$ cat config.mk
export PLATFORM = sky130hd
export DESIGN_NAME = j_target_encoder
export DESIGN_NICKNAME = d
export VERILOG_FILES = /design/src/rtl/j_target_encoder_pkg.sv /design/src/rtl/j_target_encoder_field_pack.sv /design/src/rtl/j_target_encoder.sv
export SDC_FILE = /design/constraint.sdc
export NUM_CORES = 1
export LEC_CHECK = 0
export CAP_MARGIN = 20
export CORE_ASPECT_RATIO = 0.8
export CORE_MARGIN = 8
export CORE_UTILIZATION = 45
export CTS_CLUSTER_DIAMETER = 120
export DETAILED_ROUTE_END_ITERATION = 12
export GPL_TIMING_DRIVEN = 0
export HOLD_SLACK_MARGIN = 0.15
export PLACE_DENSITY = 0.71
export SETUP_SLACK_MARGIN = 0.1
export SLEW_MARGIN = 40
export SYNTH_ARGS = -nofsm -noshare
export SYNTH_HDL_FRONTEND = slang
export SYNTH_SLANG_ARGS = --single-unit
$ cat constraint.sdc
create_clock -name clock -period 3.35 [get_ports clock]
set_input_delay 0.5025 -clock clock [delete_from_list [all_inputs] [get_ports clock]]
set_output_delay 0.5025 -clock clock [all_outputs]
set_load 0.02 [all_outputs]
$ cat src/rtl/j_target_encoder_pkg.sv
// Shared types and constants for the J-type target encoder.
// The optional JENC_SATURATE_EN macro is consumed by j_field_pack.
package j_target_encoder_pkg;

  localparam int J_FIELD_W = 26;
  localparam int OPC_W     = 6;

  localparam logic [J_FIELD_W-1:0] J_FIELD_MAX = 26'h1FF_FFFF;
  localparam logic [J_FIELD_W-1:0] J_FIELD_MIN = 26'h200_0000;

  typedef struct packed {
    logic [OPC_W-1:0]     opcode;
    logic [J_FIELD_W-1:0] field;
  } j_word_t;

  typedef struct packed {
    j_word_t word;
    logic    err;
  } j_entry_t;

  typedef enum logic [1:0] {
    OCC_EMPTY = 2'd0,
    OCC_ONE   = 2'd1,
    OCC_FULL  = 2'd2
  } occ_e;

endpackage

$ cat src/rtl/j_target_encoder_field_pack.sv
// Combinational range check and field packing for a 32-bit signed jump target.
// With JENC_SATURATE_EN defined, out-of-range targets clamp to the field extremes.
module j_field_pack
  import j_target_encoder_pkg::*;
(
  input  logic [31:0]          target,
  output logic [J_FIELD_W-1:0] field,
  output logic                 err
);

  logic in_range;

  // A 26-bit signed value sign-extends to 32 bits only if bits 31..25 agree.
  assign in_range = (&target[31:25]) | ~(|target[31:25]);
  assign err      = ~in_range;

`ifdef JENC_SATURATE_EN
  always_comb begin
    // NOTE: every always_comb output gets a default first so no path leaves it unassigned (no latch).
    field = target[J_FIELD_W-1:0];
    if (!in_range) begin
      field = target[31] ? J_FIELD_MIN : J_FIELD_MAX;
    end
  end
`else
  assign field = target[J_FIELD_W-1:0];
`endif

endmodule

$ cat src/rtl/j_target_encoder.sv
// Packs signed jump targets into {opcode, field} words through a 2-entry FIFO,
// with saturating accept/range-error counters. Optional macro: JENC_SATURATE_EN.
module j_target_encoder
  import j_target_encoder_pkg::*;
#(
  parameter int DEPTH = 2,
  parameter int CNT_W = 16
) (
  input  logic             clock,
  input  logic             reset,
  input  logic             in_valid,
  output logic             in_ready,
  input  logic [OPC_W-1:0] in_opcode,
  input  logic [31:0]      in_target,
  output logic             out_valid,
  input  logic             out_ready,
  output logic [31:0]      out_word,
  output logic             out_err,
  output logic [CNT_W-1:0] acc_count,
  output logic [CNT_W-1:0] err_count
);

  occ_e                 occ_q, occ_d;
  logic                 wr_ptr_q, rd_ptr_q;
  logic                 push, pop;
  logic [J_FIELD_W-1:0] pack_field;
  logic                 pack_err;
  j_entry_t             new_entry;
  j_entry_t             head;
  j_entry_t             mem [DEPTH];

  j_field_pack u_pack (
    .target (in_target),
    .field  (pack_field),
    .err    (pack_err)
  );

  assign new_entry = {in_opcode, pack_field, pack_err};

  assign in_ready  = reset && (occ_q != OCC_FULL);
  assign out_valid = (occ_q != OCC_EMPTY);
  assign push      = in_valid && in_ready;
  assign pop       = out_valid && out_ready;

  always_comb begin
    occ_d = occ_q;
    unique case (occ_q)
      OCC_EMPTY: if (push) occ_d = OCC_ONE;
      OCC_ONE: begin
        if (push && !pop)      occ_d = OCC_FULL;
        else if (pop && !push) occ_d = OCC_EMPTY;
      end
      OCC_FULL:  if (pop) occ_d = OCC_ONE;
      default:   occ_d = OCC_EMPTY;
    endcase
  end

  // NOTE: sequential state uses non-blocking assignments so every register samples pre-edge values.
  always_ff @(posedge clock) begin
    if (!reset) begin
      occ_q     <= OCC_EMPTY;
      wr_ptr_q  <= 1'b0;
      rd_ptr_q  <= 1'b0;
      acc_count <= '0;
      err_count <= '0;
    end else begin
      occ_q <= occ_d;
      if (push) wr_ptr_q <= ~wr_ptr_q;
      if (pop)  rd_ptr_q <= ~rd_ptr_q;
      if (push && (acc_count != '1)) acc_count <= acc_count + CNT_W'(1);
      if (push && pack_err && (err_count != '1)) err_count <= err_count + CNT_W'(1);
    end
  end

  // NOTE: storage is deliberately not reset; outputs are masked by out_valid instead.
  always_ff @(posedge clock) begin
    if (push) mem[wr_ptr_q] <= new_entry;
  end

  assign head     = mem[rd_ptr_q];
  assign out_word = out_valid ? head.word : '0;
  assign out_err  = out_valid && head.err;

endmodule

==> results.md, run 1 <==
Drt
- final routed wire length divided by cell count: 17.2 µm
- First-pass DRT Iterations: 4
- vias per std cell: 5.40
- Post-Route WL: 10,400 µm
- post-detailed-route count of antenna-violating nets: 0
- Vias: 3,247
- DR DRC count: 0
- violation count after the first detailed-route iteration: 159

Timing
- fmax: 329 MHz
- measured slew at the worst slew-check pin: 0.765 ns
- Final Skew: 0.00655 ns
- worst slew margin relative to its limit: 48.6%
- Period minus WS final: 3.04 ns
- max-slew violation count: 0
- setup repair after global routing missed its margin: no
- Hold Fails Final Rpt: 0
- count of endpoints failing setup in the final report: 0
- period utilization: 90.8%

Global route
- wire length of the first global-routing pass: 16,800 µm
- maximum number of pins on one net before global-route repair: 20
- number of global-route vias before repair: 3,287
- total routing usage reported by global routing: 16.4%
- antenna violations before repair: 0
- grt total ovfl: 0

Clock tree
- CTS tree: yes
- H-tree depth: 3
- root buffer cell: clkbuf_16
- maximum clock path buffer count: 2
- insertion delay of the later-clocked pin in the worst-skew pair: 0.33 ns
- clock-pin transition on the worst setup and hold timing paths: 0.06 ns
- hold buffer count at cts: 0
- total CTS buffers: 9
- buffers inserted by post-CTS timing repair: 0
- count of clock tree sinks: 103
- number of gates resized after cts: 0

Floorplanning
- starting density of the core: 45.3%
- vertical extent of the die: 103 µm
- horizontal extent of the die: 125 µm
- overall die area: 0.0130 mm²
- core footprint: 0.00949 mm²
- Rows: 32
- top-level I/O count: 109

Power
- internal power component: 2130 µW
- clock share of power: 37.6%
- power per cell area: 470 mW/mm²
- power after layout: 2780 µW
- IR drop worst, VDD: 255 µV
- switching part of the total power: 23.2%
- combinational group share of total power: 11.7%
- switching power summed over all nets: 644 µW
- leakage dissipation: 0.00197 µW
- share of total power in sequential cells: 50.7%

Run
- number of max-capacitance violations reported: 0

Critical path
- required time of the critical path: 2.85 ns
- largest fanout on the critical path: 10
- type of the worst setup path: in2out
- nature of the critical path endpoint: output pin
- arrival time of the worst setup path: 2.54 ns
- kind of start point of the critical path: input pin

Logic synthesis
- number of nets in the synthesized netlist: 400
- largest area contributor in the netlist: edfxtp_1
- post-synthesis instance total: 355
- leading post-synthesis cells by cell area: edfxtp_1 (46%), dfxtp_1 (17%), mux2i_1 (9.3%)
- Synth cell types: 39
- most used flip-flop cell after synthesis: edfxtp_1
- Mean Syn Cell Area: 12.1 µm²
- sequential area share after synthesis: 63.3%
- Post-Syn Area: 0.00430 mm²
- async set-reset flop share out of synthesis: 0%
- number of warning messages in the yosys log: 0
- number of enable flip-flop cells after synthesis: 66
- Synth top area share: 46.1%
- number of storage elements in the synthesis netlist: 103

Final layout
- Area Growth Syn to Fin: 37.5%
- most frequent cells in the layout: clkdlybuf4s50_1 (108), edfxtp_1 (66), nor2_1 (53)
- layout cells sized above 1: 5.60%
- Final Net Count: 522
- post-route cell area: 0.00591 mm²
- most frequent standard cell in the layout excluding fill and tap cells: clkdlybuf4s50_1
- non-filler cells, final: 601
- number of fill cells: 787
- Util after Layout: 62.3%
- antenna diode instance count: 0

Placed design
- placed wire-length estimate: 7550 µm
- Cell Count Post-Placement: 585
- RD Place Congestion: 0.792
- number of buffers added on ports: 108
- placed instance area: 0.00561 mm²

Hold path
- type of the most critical hold path: reg2reg

Outcome
- status: finished, final reports clean

[power groups by stage]
stage	sequential [µW]	clock [µW]	combinational (µW)
finish	1410	1050	325
global route	1410	1120	353
CTS	1410	1070	330
detailed placement	1440	0	328
global placement	1430	0	312
floorplan	1440	0	151
[cells by family (layout without fill, tap and decap cells)]
| group | count (synthesis) | count (layout) | share of synthesized area, % |
|---|---|---|---|
| XOR/XNOR | 10 | 10 | 2.04 |
| buffers and inverters | 16 | 143 | 1.51 |
| adder cells (fa/ha/maj) | 3 | 3 | 0.873 |
| flip-flops | 103 | 103 | 63.3 |
| AO/OA/AOI/OAI | 43 | 43 | 6.28 |
| multiplexers | 40 | 40 | 9.31 |
| AND/OR/NAND/NOR | 140 | 140 | 16.7 |
[synth_stat cells (2+ instances only)]
| library cell | instances |
|---|---|
| edfxtp_1 | 66 |
| nor2_1 | 54 |
| mux2i_1 | 40 |
| dfxtp_1 | 37 |
| nand2_1 | 20 |
| a21oi_1 | 12 |
| clkbuf_1 | 11 |
| nand4_1 | 11 |
| and3_1 | 10 |
| nand3_1 | 9 |
| o21ai_0 | 9 |
| and2_1 | 6 |
| nor3_1 | 6 |
| o211ai_1 | 6 |
| xor2_1 | 6 |
| and4_1 | 5 |
| o31ai_1 | 5 |
| a31oi_1 | 4 |
| or3_1 | 4 |
| or4_1 | 4 |
| xnor2_1 | 4 |
| ha_1 | 3 |
| a211oi_1 | 2 |
| inv_1 | 2 |
| nand2b_1 | 2 |
| nand4b_1 | 2 |
| nor4b_2 | 2 |
| o2111ai_1 | 2 |
[state kept, by name, summed over array words and instances, names as in the netlist, named ones only]
name       count
occ_q          2
acc_count     16
mem           66
err_count     16
wr_ptr_q       1
rd_ptr_q       1
[worst paths after layout]
kind / startpoint / endpoint / slack (ns) / cells past startpoint
setup / recovery: reset / in_ready / 0.31 / 5
hold / removal: acc_count[8] / acc_count[8] / 0.49 / 1
setup reg to reg: acc_count[0] / acc_count[14] / 1.22 / 6
hold reg to reg: acc_count[8] / acc_count[8] / 0.49 / 1
[critical path: stages]
cell             delay (ns)
clkdlybuf4s50_1        0.64
clkinv_1               0.30
clkbuf_1               0.31
nor2_1                 0.17
clkdlybuf4s50_1        0.62
[metal layers]
| metal | wire length, µm | GRT usage, % |
|---|---|---|
| met1 | 4620 | 20.3 |
| met2 | 5070 | 27.9 |
| met3 | 558 | 4.15 |
| met4 | 113 | 5.22 |
| met5 | 0 | 0 |
[layout make-up]
class	count	area, µm²	area share [%]
Sequential cell	103	2720	46.0
Inverter	3	11.3	0.190
Clock buffer	9	225	3.81
Clock inverter	7	77.6	1.31
Buffer	13	55.1	0.931
Timing Repair Buffer	111	1150	19.5
Tap cell	119	149	2.52
Multi-Input combinational cell	236	1520	25.7
[through the flow]
| step | setup slack [ns] | setup TNS (ns) | hold slack [ns] |
|---|---|---|---|
| 2_1_floorplan | 0.897 | 0 | 0.472 |
| 3_3_place_gp | -0.723 | -23.82 | 0.462 |
| 3_5_place_dp | 0.274 | 0 | 0.480 |
| 4_1_cts | 0.163 | 0 | 0.499 |
| 5_1_grt | 0.121 | 0 | 0.520 |
| 6_report | 0.307 | 0 | 0.490 |
No activity file was read; power rests on OpenSTA's default activity.
==> run 2: changes to the inputs <==
- CTS_BUF_LIST: default -> sky130_fd_sc_hd__clkbuf_16
- SLEW_MARGIN: 40 -> 5
==> run 2 against run 1 <==
Compared with the run above:
- register-to-register slack hardly changed
- critical path depth stayed put
- sequential share of layout area is 0.45 points higher
- setup slack worse by 0.012 ns
- cell count is 0.33% lower
- maximum frequency is 0.40% lower
- first-iteration DRC count is 6.3% higher
- global-route usage is 0.38 points lower
- cell area is 0.97% lower
- power is 1.1% lower
- critical path type is now reg2out
==> results.md, run 2 (synthesis gave the netlist of run 1 again) <==
Outcome
- status: finished, final reports clean

Power
- power per cell area: 469 mW/mm²
- switching part of the total power: 22.7%
- share of total power in sequential cells: 51.2%
- internal power component: 2120 µW
- IR drop worst, VDD: 262 µV
- leakage dissipation: 0.00194 µW
- clock share of power: 37.2%
- switching power summed over all nets: 624 µW
- combinational group share of total power: 11.5%

Final layout
- non-filler cells, final: 599
- Area Growth Syn to Fin: 36.2%
- most frequent standard cell in the layout excluding fill and tap cells: clkdlybuf4s50_1
- layout cells sized above 1: 4.58%
- antenna diode instance count: 0
- Final Net Count: 520
- Biggest register: mem
- max FFs per register: 66
- most frequent cells in the layout: clkdlybuf4s50_1 (108), edfxtp_1 (66), nor2_1 (53)
- Largest regs: mem x66, acc_count x16, err_count x16

Floorplanning
- overall die area: 0.0130 mm²
- horizontal extent of the die: 125 µm
- top-level I/O count: 109
- Rows: 32
- vertical extent of the die: 103 µm
- core footprint: 0.00949 mm²
- starting density of the core: 45.3%

Critical path
- arrival time of the worst setup path: 2.55 ns
- largest fanout on the critical path: 10
- kind of start point of the critical path: flip-flop
- nature of the critical path endpoint: output pin
- type of the worst setup path: reg2out
- required time of the critical path: 2.85 ns
- cells on worst reg2reg path: 6

Global route
- antenna violations before repair: 0
- number of global-route vias before repair: 3,280
- wire length of the first global-routing pass: 16,500 µm
- maximum number of pins on one net before global-route repair: 34
- total routing usage reported by global routing: 16.0%
- grt total ovfl: 0

Clock tree
- maximum clock path buffer count: 2
- H-tree depth: 3
- total CTS buffers: 9
- root buffer cell: clkbuf_16
- count of clock tree sinks: 103
- clock-pin transition on the worst setup and hold timing paths: 0.07 ns
- buffers inserted by post-CTS timing repair: 0
- hold buffer count at cts: 0
- CTS tree: yes
- number of gates resized after cts: 0
- insertion delay of the later-clocked pin in the worst-skew pair: 0.33 ns

Drt
- WL met1: 4610 µm
- Vias: 3,216
- vias per std cell: 5.37
- final routed wire length divided by cell count: 17.1 µm
- metal3 WL: 596 µm
- Post-Route WL: 10,300 µm
- post-detailed-route count of antenna-violating nets: 0
- First-pass DRT Iterations: 5
- met2 wire length: 4990 µm
- top routing layer in use: met4
- violation count after the first detailed-route iteration: 169
- DR DRC count: 0

Placed design
- RD Place Congestion: 0.792
- Cell Count Post-Placement: 583
- number of buffers added on ports: 108
- placed wire-length estimate: 7400 µm

Timing
- Total Neg Setup Slack: 0 ns
- Final Skew: 0.00716 ns
- count of endpoints failing setup in the final report: 0
- period utilization: 91.2%
- hold_ws: 0.492 ns
- fmax: 327 MHz
- max-slew violation count: 0
- Period minus WS final: 3.06 ns
- setup repair after global routing missed its margin: no
- worst slew margin relative to its limit: 45.4%
- measured slew at the worst slew-check pin: 0.819 ns
- Hold Fails Final Rpt: 0

Hold path
- type of the most critical hold path: reg2reg
- worst hold path stage count: 1

Run
- number of max-capacitance violations reported: 0

## run 2: layout make-up
type	count	area (µm²)
inverters	3	11.3
well taps	119	149
flip-flops and latches	103	2720
plain buffers	13	53.8
clock inverters	7	71.3
repair buffers	109	1100
multi-input cells	236	1520
clock buffers	9	225
fillers	788	3630
## run 2: routing by layer
layer / track usage (%) / up-vias
met5: 0 / -
met4: 3.92 / 0
met3: 4.46 / 4
met2: 27.4 / 107
met1: 19.9 / 1542
li1: - / 1563
## run 2: worst paths after layout
| kind | from | slack [ns] | end |
|---|---|---|---|
| hold reg to reg | acc_count[8] | 0.49 | acc_count[8] |
| hold / removal | acc_count[8] | 0.49 | acc_count[8] |
| setup / recovery | flip-flop | 0.29 | out_word[25] |
| setup reg to reg | err_count[0] | 1.22 | err_count[13] |
## run 2: power groups by stage
| stage | Sequential (µW) | Combinational, µW | Clock [µW] |
|---|---|---|---|
| final | 1410 | 317 | 1020 |
| after global placement | 1430 | 312 | 0 |
| after global routing | 1410 | 343 | 1100 |
| after detailed placement | 1440 | 321 | 0 |
| after floorplan | 1440 | 151 | 0 |
| after CTS | 1410 | 323 | 1050 |
## run 2: critical path, stage by stage (launching register included)
cell and delay (ns):
dfxtp_1 0.31, clkbuf_1 0.28, clkbuf_1 0.62, mux2i_1 0.21, nor2_1 0.17, clkdlybuf4s50_1 0.64
## run 2: stage by stage
stage	total power, µW	utilization, %	instance area (µm²)	worst slack, ns
after CTS	2780	61.7	5860	0.239
after floorplan	1590	-	4300	0.897
final	2750	61.7	5860	0.295
after global placement	1750	58.3	5530	-0.723
after detailed placement	1760	58.6	5560	0.288
after global routing	2850	61.7	5860	0.131
